==> config.mk <==
export PLATFORM = sky130hd
export DESIGN_NAME = feature_extractor
export DESIGN_NICKNAME = d
export VERILOG_FILES = /design/src/rtl/feature_extractor.sv
export SDC_FILE = /design/constraint.sdc
export NUM_CORES = 1
export LEC_CHECK = 0
export CAP_MARGIN = 10
export CORE_ASPECT_RATIO = 0.5
export CORE_UTILIZATION = 50
export DETAILED_ROUTE_END_ITERATION = 16
export PLACE_DENSITY = 0.66
export RECOVER_POWER = 100
export SYNTH_ARGS = -nofsm -noshare
export SYNTH_HDL_FRONTEND = slang
export SYNTH_SLANG_ARGS = --single-unit
==> constraint.sdc <==
create_clock -name clk -period 14.9 [get_ports clk]
set_clock_uncertainty 0.05 [all_clocks]
set_input_delay 1.49 -clock clk [delete_from_list [all_inputs] [get_ports clk]]
set_output_delay 1.49 -clock clk [all_outputs]
set_load 0.05 [all_outputs]
==> src/rtl/feature_extractor.sv <==
// feature_extractor: streaming Sobel-x 3x3 conv -> optional ReLU -> 2x2/stride-2 max-pool over a raster image.
// Ports:
//   clk                rising-edge clock
//   rst                asynchronous active-low reset
//   start_signal       one-cycle pulse; starts (or restarts) a frame
//   pixel_valid_in     qualifies pixel_in while a frame is active
//   pixel_in           8-bit unsigned pixel, raster order
//   final_result_out   22-bit signed pooled value, held between results
//   final_result_valid final_result_out is new this cycle
//   final_done_signal  one-cycle pulse the cycle after the last pooled result
// Build option: define FEATURE_EXTRACTOR_RELU_EN to clamp negative conv values to 0 before pooling.
module feature_extractor #(
    parameter int IMG_WIDTH  = 32,
    parameter int IMG_HEIGHT = 32
) (
    input  logic               clk,
    input  logic               rst,
    input  logic               start_signal,
    input  logic               pixel_valid_in,
    input  logic [7:0]         pixel_in,
    output logic signed [21:0] final_result_out,
    output logic               final_result_valid,
    output logic               final_done_signal
);
    localparam int XW = $clog2(IMG_WIDTH);
    localparam int YW = $clog2(IMG_HEIGHT);
    localparam int PW = (IMG_WIDTH - 2) / 2;
    localparam int PH = (IMG_HEIGHT - 2) / 2;
    localparam logic [XW-1:0] X_LAST  = XW'(IMG_WIDTH - 1);
    localparam logic [YW-1:0] Y_LAST  = YW'(IMG_HEIGHT - 1);
    localparam logic [XW-1:0] CX_LAST = XW'(2 * PW - 1);
    localparam logic [YW-1:0] CY_LAST = YW'(2 * PH - 1);

    logic [XW-1:0]       x, s1_cx;
    logic [YW-1:0]       y, s1_cy;
    logic                active, s1_valid, last_out;
    logic [7:0]          lb0 [IMG_WIDTH];
    logic [7:0]          lb1 [IMG_WIDTH];
    logic [7:0]          win [3][3];
    logic signed [21:0]  hold;
    logic signed [21:0]  row_max [PW];
    logic                acc, fire;
    logic [XW-2:0]       pc;
    logic signed [21:0]  left_col, right_col, conv, v, hm, pm;

    always_comb begin
        acc       = active && pixel_valid_in && !start_signal;
        left_col  = 22'(win[0][0]) + 22'({win[1][0], 1'b0}) + 22'(win[2][0]);
        right_col = 22'(win[0][2]) + 22'({win[1][2], 1'b0}) + 22'(win[2][2]);
        conv      = left_col - right_col;
`ifdef FEATURE_EXTRACTOR_RELU_EN
        v         = conv[21] ? '0 : conv;
`else
        v         = conv;
`endif
        pc        = s1_cx[XW-1:1];
        // odd conv column closes the horizontal pair; even one just seeds it
        hm        = s1_cx[0] && hold > v ? hold : v;
        pm        = row_max[pc] > hm ? row_max[pc] : hm;
        // an abort discards the window still in flight; odd trailing row/col never pools
        fire      = s1_valid && !(start_signal && active) && s1_cx <= CX_LAST && s1_cy <= CY_LAST;
    end

    always_ff @(posedge clk) begin
        if (acc) begin
            lb0[x] <= pixel_in;
            lb1[x] <= lb0[x];
            for (int r = 0; r < 3; r++) begin
                win[r][0] <= win[r][1];
                win[r][1] <= win[r][2];
            end
            win[0][2] <= lb1[x];
            win[1][2] <= lb0[x];
            win[2][2] <= pixel_in;
        end
        if (fire && !s1_cx[0])
            hold <= v;
        if (fire && s1_cx[0] && !s1_cy[0])
            row_max[pc] <= hm;
    end

    always_ff @(posedge clk or negedge rst) begin
        if (!rst) begin
            x                  <= '0;
            y                  <= '0;
            s1_cx              <= '0;
            s1_cy              <= '0;
            active             <= 1'b0;
            s1_valid           <= 1'b0;
            last_out           <= 1'b0;
            final_result_out   <= '0;
            final_result_valid <= 1'b0;
            final_done_signal  <= 1'b0;
        end else begin
            final_done_signal  <= last_out;
            last_out           <= 1'b0;
            final_result_valid <= 1'b0;
            s1_valid           <= 1'b0;
            if (start_signal) begin
                active <= 1'b1;
                x      <= '0;
                y      <= '0;
            end else if (acc) begin
                x <= x == X_LAST ? '0 : x + 1'b1;
                if (x == X_LAST) begin
                    y <= y + 1'b1;
                    if (y == Y_LAST)
                        active <= 1'b0;
                end
                // window is complete once two prior rows and two prior columns exist
                s1_valid <= |x[XW-1:1] && |y[YW-1:1];
                s1_cx    <= x - XW'(2);
                s1_cy    <= y - YW'(2);
            end
            if (fire && s1_cx[0] && s1_cy[0]) begin
                final_result_out   <= pm;
                final_result_valid <= 1'b1;
                last_out           <= s1_cx == CX_LAST && s1_cy == CY_LAST;
            end
        end
    end
endmodule

* Word-level counts from Yosys, hierarchy flattened
Memory sizes are Yosys's and may differ from the RTL's. Cells that the tools add are included.
Word-level totals: input port bits 12, memories kept 4, bits in writable memories 914, logic and storage cells 78, bits in registers 59, output and inout bits 24
Operators by class: magnitude comparators 4, reductions and logical operators 25, multiplexer cells 20, equality and inequality tests 4, bitwise operators 1, add/sub/neg operators 9
Memory list:
- row_max | words 15, width 22, read ports 1, clocked after Yosys merged registers in 0, wr ports 1, RTL line 41 | logic signed [21:0] row_max [PW];
- lb0 | words 32, width 8, read ports 1, clocked after Yosys merged registers in 0, wr ports 1, RTL line 37 | logic [7:0] lb0 [IMG_WIDTH];
- lb1 | words 32, width 8, read ports 1, clocked after Yosys merged registers in 0, wr ports 1, RTL line 38 | logic [7:0] lb1 [IMG_WIDTH];
- win | words 3, width 24, read ports 3, clocked after Yosys merged registers in 0, wr ports 3, RTL line 39 | logic [7:0] win [3][3];
Operators with widths (number):
- $mux 22 | 2
- $mux 5 | 6
- $add 10x8->11 | 2
- $gt 22x22->1 | 1
- $add 8x9->10 | 2
- $eq 5x5->1 const B | 4
- $logic_and 1x1->1 | 13
- $gt 12x12->1 | 1
- $mux 1 | 12
- $sub 11x11->12 | 1
- $add 5x1->5 const B | 2
- $le 5x5->1 const B | 2
- $sub 5x2->5 const B | 2
- $reduce_or 4->1 | 2
- $reduce_bool 2->1 | 3
- $logic_not 1->1 | 4
- $reduce_and 2->1 | 2
- $reduce_and 3->1 | 1
- $not 1->1 | 1

* Logic depth before layout (Yosys ltp)
Gate-level depths: netlist (run 1).
depth in word-level cells 9, depth in mapped cells 30, gate-level depth less buffers 29

* Worst setup path after synthesis (run 1)
No wires, ideal clock.
path kind register to register, start mem win[0][0] (netlist bit), end reg final_result_out[4], data required time 14.773 ns, arrival time 6.518 ns, cell stages (with the launch flop) 28, path slack 8.254 ns, path buffers 1, path through edfxtp_1 fa_1 inv_1 fa_1 fa_1 ha_1 fa_1 a211o_1 o211ai_1 a21oi_1 a221oi_1 nor2b_1 inv_1 ha_1 and4_1 o311ai_4 and3_2 a21oi_4 mux2_4 ha_1 nor2b_1 o21ai_1 nand2b_1 a2111oi_2 o31ai_2 clkbuf_1 a21oi_1 a21oi_1
RTL lines:
- from (decl) | RTL line 39
- to (signal assigned) | RTL line 116 | final_result_out <= pm;
- to (decl) | RTL line 21 | output logic signed [21:0] final_result_out,

==> results of run 1 <==
-- flip-flops by register name, summed over array words and instances (netlist names), 12 cells and up --
signal            cells
lb0                 256
hold                 12
final_result_out     12
lb1                 256
win                  72
row_max             180
-- worst min path at each step --
stage,start,end,slack [ns]
final,last_out,final_done_signal,0.32
after global routing,last_out,final_done_signal,0.33
after CTS,last_out,final_done_signal,0.33
after detailed placement,last_out,final_done_signal,0.30
after global placement,last_out,final_done_signal,0.31
after floorplan,last_out,final_done_signal,0.28
-- synthesized netlist by cell type, types with 2 or more instances --
master,count,area share (%)
buf_2,24,0.37
a211o_1,2,0.053
a22oi_1,50,1.1
nor3_1,13,0.20
xnor2_1,8,0.21
a32oi_1,11,0.29
and2_1,3,0.057
buf_4,11,0.25
o21ai_1,21,0.32
a21o_1,5,0.11
o211ai_1,10,0.23
and3_1,7,0.13
a21oi_1,28,0.43
a221o_1,2,0.061
nor2b_1,5,0.095
buf_6,4,0.14
o21a_1,4,0.091
mux2i_1,22,0.67
clkbuf_1,43,0.49
dfrtp_1,37,2.8
xor2_1,3,0.080
nand2b_1,5,0.095
nor3b_1,3,0.069
nand4_1,23,0.44
nor2_1,67,0.77
inv_1,100,1.1
fa_1,31,1.9
inv_2,4,0.046
mux4_2,175,12
nand2_1,75,0.86
or3_1,3,0.057
edfxtp_1,776,71
or2_1,2,0.038
nand3_1,26,0.40
a211oi_1,2,0.046
and4_1,4,0.11
ha_1,48,1.8
buf_1,4,0.046
o21ai_0,12,0.18
-- cell usage in the layout (no fill, tap or decap), types with 9 or more instances in the layout --
cell / netlist / layout
edfxtp_1: 776 / 776
mux4_2: 175 / 175
inv_1: 100 / 100
nand2_1: 75 / 75
clkbuf_16: 0 / 72
nor2_1: 67 / 67
clkbuf_1: 43 / 66
a22oi_1: 50 / 50
ha_1: 48 / 48
dfrtp_1: 37 / 34
dlygate4sd3_1: 0 / 34
fa_1: 31 / 31
a21oi_1: 28 / 29
nand3_1: 26 / 27
nand4_1: 23 / 23
mux2i_1: 22 / 22
o21ai_0: 12 / 21
buf_4: 11 / 14
o21ai_1: 21 / 12
clkinv_1: 0 / 12
clkinv_2: 0 / 12
a32oi_1: 11 / 11
o211ai_1: 10 / 10
nor3_1: 13 / 10
xnor2_1: 8 / 9
-- worst max-delay path: cells and delay by family, from the launching register on --
family                     cells  cell delay, ns
DFF                            1            0.42
AOI/OAI and AO/OA             10            3.47
buffers and inverters          2            0.12
muxes                          1            0.59
and+or+nand+nor                6            1.53
adders and majority gates      7            2.84
-- layer usage --
metal / share of wire, % / wire [µm] / GRT usage (%)
met5: 0 / 0 / 0
met4: 2.7 / 1840 / 6.71
met3: 6.7 / 4580 / 3.89
met2: 47 / 32300 / 32.8
met1: 44 / 29900 / 30.8
-- logic make-up after synthesis --
group,Yosys count,synth area share (%)
AO/OA/AOI/OAI,161,3.48
adder cells (fa/ha/maj),79,3.72
buffers and inverters,190,2.48
flip-flops,813,73.8
AND/OR/NAND/NOR,241,3.43
XOR/XNOR,12,0.343
multiplexers,199,12.8
-- area by class of cell --
class	count	area (µm²)	area share [%]
multi-input cells	692	7750	21.3
repair buffers	103	668	1.83
flip-flops and latches	813	24200	66.5
inverters	104	392	1.08
clock inverters	41	438	1.20
clock buffers	84	1850	5.07
well taps	871	1090	2.99
-- power breakdown --
part           total, W  switching [W]  internal (W)
combinational  0.000883       0.000589      0.000294
sequential      0.00275      0.0000237       0.00273
clock           0.00185       0.000814       0.00103
-- through the flow --
step / std cells / area [µm²] / worst slack [ns]
2_1_floorplan: 1695 / 32800 / 8.25
3_3_place_gp: 2583 / 34400 / 7.09
3_5_place_dp: 2583 / 34400 / 6.89
4_1_cts: 2708 / 36700 / 6.92
5_1_grt: 2708 / 36400 / 4.99
6_report: 2708 / 36400 / 5.77
==> results.yml, run 1 <==
run_status:
  status: "finished, violations left"
  violations: "max-capacitance violations, max-slew violations"
logic_synthesis:
  seq_area_frac_synth_pct: 73.8
  ys_warn_count: 0
  synth_edf_count: 776
  syn-mean-instance-area_um2: 19.4
  synth_cell_types: 61
  postSynth.asyncResetShare_pct: 4.55
  syn_nets: 1786
  synth_area_mm2: 0.0328
  synth_seq_cells: 813
  syn_inst: 1695
  ys_dominant_reg_cell: "edfxtp_1"
cts:
  clock_path_buffers: 3
  postCtsResizedCells: 0
  clk_pin_slew_ns: 0.07
  cts_root_buffer: "clkbuf_16"
  insertion_delay_ns: 0.61
  cts_sinks: 813
  cts_hold_buf: 0
  cts_buffers: 71
  post-cts-setup-buffer-count: 0
  htreeDepth: 3
  cts_tree: "done"
floorplanning:
  chipHeight_um: 183
  row_count: 65
  core-area_mm2: 0.0639
  initial_utilization_pct: 51.4
  dieArea_mm2: 0.0668
  fp.dieW_um: 364
  ios: 36
pwr:
  power.total_w: 0.00548
  ir_drop_mv: 0.0860
  p_per_area_mw_per_mm2: 150
  power.leakage_nw: 11.9
run:
  maxCapViolations: 27
setup_path:
  critPathRequiredTime_ns: 15.33
  cp_common_cell: "fa_1"
  crit_arrival_ns: 9.56
  r2r_slack_ns: 5.77
  reg2reg_depth: 26
  reg2reg_to: "final_result_out[10]"
  r2r-start: "win[0][0]"
  crit_type: "reg -> reg"
  cp_slowest_cell: "o31ai_1"
  worstSetupEndpointType: "register"
  cp-startpoint: "win[0][0]"
  critPathLaunchType: "register"
  max_stage_delay_ns: 1.55
  cp_max_fo: 17
  endpoint: "final_result_out[10]"
timing:
  final.period_utilization_pct: 61.3
  rsz0062_at_grt: "false"
  hold-worst-slack_ns: 0.324
  totalNegativeSetupSlack_ns: 0
  hold_viol: 0
  worstMarginPinSlew_ns: 3.98
  slew_violations: 742
  slew_headroom_pct: -165
  fmax_mhz: 110
  post-route-min-period_ns: 9.13
  finalSetupViolations: 0
worst_hold_path:
  hp-class: "reg -> reg"
  hold_depth: 0
placed_design:
  gp_congestion: 0.841
  buffer_ports.inserted: 35
  dp_hpwl_mm: 40.9
routing:
  drcViolationCount: 0
  dr.pass1.iters: 5
  routed_wl_mm: 68.6
  drtIter0Drc: 1731
  drtAntennaViolNets: 0
  vias_per_cell: 5.86
  vias: 15900
  wl_per_cell_um: 25.3
global_route:
  antenna_found_initial: 1
  overflow: 0
  grt_pass1_vias: 16000
  grt_pass1_wl_mm: 103
  grt_max_degree: 85
  grt_use_total_pct: 21.2
final_layout:
  area_growth_pct: 10.9
  fin_nets: 1876
  n_antenna_cell: 0
  layout.core_utilization_pct: 57.0
  fill_cells: 4781
  layout-drive-gt1-share_pct: 16.7
Power figures use the tool's default switching activity.
==> inputs of run 2 (changes only) <==
==> constraint.sdc (replaced) <==
create_clock -name clk -period 8.9 [get_ports clk]
set_clock_uncertainty 0.05 [all_clocks]
set_input_delay 0.89 -clock clk [delete_from_list [all_inputs] [get_ports clk]]
set_output_delay 0.89 -clock clk [all_outputs]
set_load 0.05 [all_outputs]
==> run 2 against run 1 <==
Clock power rose by 64%. Critical path type unchanged. First-iteration DRC count fell by 8.9%. Hold slack improved by 0.0025 ns. Largest cell class unchanged. Die area did not move. Non-clock buffer count rose by 4. Critical path depth rose by 1. Sequential cell count did not move. Sequential power rose by 67%. Utilization barely moved. Combinational power rose by 73%. The run still ends with max-capacitance violations, max-slew violations left. Critical endpoint is now final_result_out[7]. Maximum frequency rose by 13%.
==> results.yml, run 2 (synthesis results as in run 1) <==
run_status:
  status: "finished, violations left"
  violations: "max-capacitance violations, max-slew violations"
placed_design:
  dp_hpwl_mm: 41.5
  gp_congestion: 0.848
  preCtsSetupSlack_ns: 1.16
  buffer_ports.inserted: 35
pwr:
  p_per_area_mw_per_mm2: 251
  combPwrFrac_pct: 16.7
  p_sw_w: 0.00241
  power.leakage_nw: 11.9
  internal_power_w: 0.00675
  clkPwrFrac_pct: 33.1
  p_sw_share_pct: 26.3
  ir_drop_mv: 0.152
  p_seq_share_pct: 50.2
cts:
  post-cts-setup-buffer-count: 0
  postCtsResizedCells: 0
  cts_hold_buf: 0
  cts_tree: "done"
  cts_root_buffer: "clkbuf_16"
  htreeDepth: 3
  cts_sinks: 813
  clk_pin_slew_ns: 0.07
  clock_path_buffers: 3
  insertion_delay_ns: 0.60
  cts_buffers: 72
setup_path:
  worstSetupEndpointType: "register"
  critPathLaunchType: "register"
  endpoint: "final_result_out[7]"
  critPathRequiredTime_ns: 9.31
  cp_max_fo: 17
  reg2reg_depth: 27
  crit_arrival_ns: 8.46
  cp-startpoint: "win[0][0]"
  r2r_slack_ns: 0.85
  reg2reg_to: "final_result_out[7]"
  crit_type: "reg -> reg"
  r2r-start: "win[0][0]"
routing:
  vias: 15800
  drtIter0Drc: 1577
  drcViolationCount: 0
  drtAntennaViolNets: 0
  vias_per_cell: 5.81
  routed_wl_mm: 68.8
  dr.pass1.iters: 6
  wl_per_cell_um: 25.3
global_route:
  overflow: 0
  grt_pass1_vias: 16000
  grt_max_degree: 80
  grt_use_total_pct: 21.2
  grt_pass1_wl_mm: 103
  antenna_found_initial: 3
final_layout:
  final_common_cell: "edfxtp_1"
  area_growth_pct: 11.0
  n_antenna_cell: 0
  top_regs: "lb0 x256, lb1 x256, row_max x180"
  most-common-layout-cells: "776 x edfxtp_1, 175 x mux4_2, 100 x inv_1, 75 x nand2_1, 74 x clkbuf_16"
  fin_nets: 1881
  layout-drive-gt1-share_pct: 16.7
  fill_cells: 4821
timing:
  post-route-min-period_ns: 8.05
  rsz0062_at_grt: "false"
  hold-worst-slack_ns: 0.326
  final.period_utilization_pct: 90.5
  worst_slack_ns: 0.849
  hold_viol: 0
  slew_violations: 671
  fmax_mhz: 124
  totalNegativeSetupSlack_ns: 0
  worstMarginPinSlew_ns: 4.04
  slew_headroom_pct: -170
  finalSetupViolations: 0
floorplanning:
  dieArea_mm2: 0.0668
  ios: 36
  chipHeight_um: 183
  fp.dieW_um: 364
  row_count: 65
  initial_utilization_pct: 51.4
  core-area_mm2: 0.0639
run:
  maxCapViolations: 21
worst_hold_path:
  hp-class: "reg -> reg"
==> run 2: power by group through the flow <==
stage	registers (W)	logic [W]	clock network, W
after floorplan	0.00465	0.00109	0
after global placement	0.00468	0.00152	0
after detailed placement	0.00468	0.00156	0
after CTS	0.00460	0.00156	0.00308
after global routing	0.00461	0.00170	0.00323
final	0.00460	0.00153	0.00303
==> run 2: area by class of cell <==
class,instances,area (µm²),area share [%]
sequential,813,24200,66.5
tap,871,1090,2.99
clock inverter,40,335,0.920
timing repair buffer,107,676,1.85
multi-input combinational,692,7770,21.3
inverter,104,392,1.07
clock buffer,90,1930,5.30
==> run 2: worst max-delay path: stages, from the launching register on <==
cell       delay [ns]
edfxtp_1         0.41
fa_1             0.55
inv_1            0.05
fa_1             0.38
fa_1             0.48
ha_1             0.25
fa_1             0.50
a211o_1          0.32
o211ai_1         0.14
a21oi_1          0.10
a221oi_1         0.26
nor2b_1          0.28
inv_1            0.07
ha_1             0.49
and4_1           0.33
o311ai_4         0.14
and3_1           0.26
a21oi_4          0.32
mux2_1           0.57
ha_1             0.28
nor2b_1          0.12
o21ai_0          0.08
nand2b_1         0.09
a2111oi_2        0.08
o31ai_2          0.52
buf_4            0.28
or2_0            0.37
o211ai_1         0.14
==> run 2: how the worst min path moves through the flow <==
stage / depth (start not counted) / to / startpoint
after floorplan: 0 / final_done_signal / last_out
after global placement: 0 / final_done_signal / last_out
after detailed placement: 0 / final_done_signal / last_out
after CTS: 0 / final_done_signal / last_out
after global routing: 0 / final_done_signal / last_out
final: 0 / final_done_signal / last_out
==> run 2: metrics by stage <==
stage,instance area [µm²],utilization (%),cells,total power (W)
final,36400,57.0,2717,0.00916
after global routing,36400,57.0,2717,0.00953
after CTS,36700,57.5,2717,0.00924
after detailed placement,34500,53.9,2587,0.00624
after global placement,34500,53.9,2587,0.00620
after floorplan,32800,-,1695,0.00574
==> run 2: metal layers <==
layer	part of all wire [%]	GRT usage (%)
met1	45	31.2
met2	48	33.6
met3	5.6	3.42
met4	1.6	4.59
met5	0	0
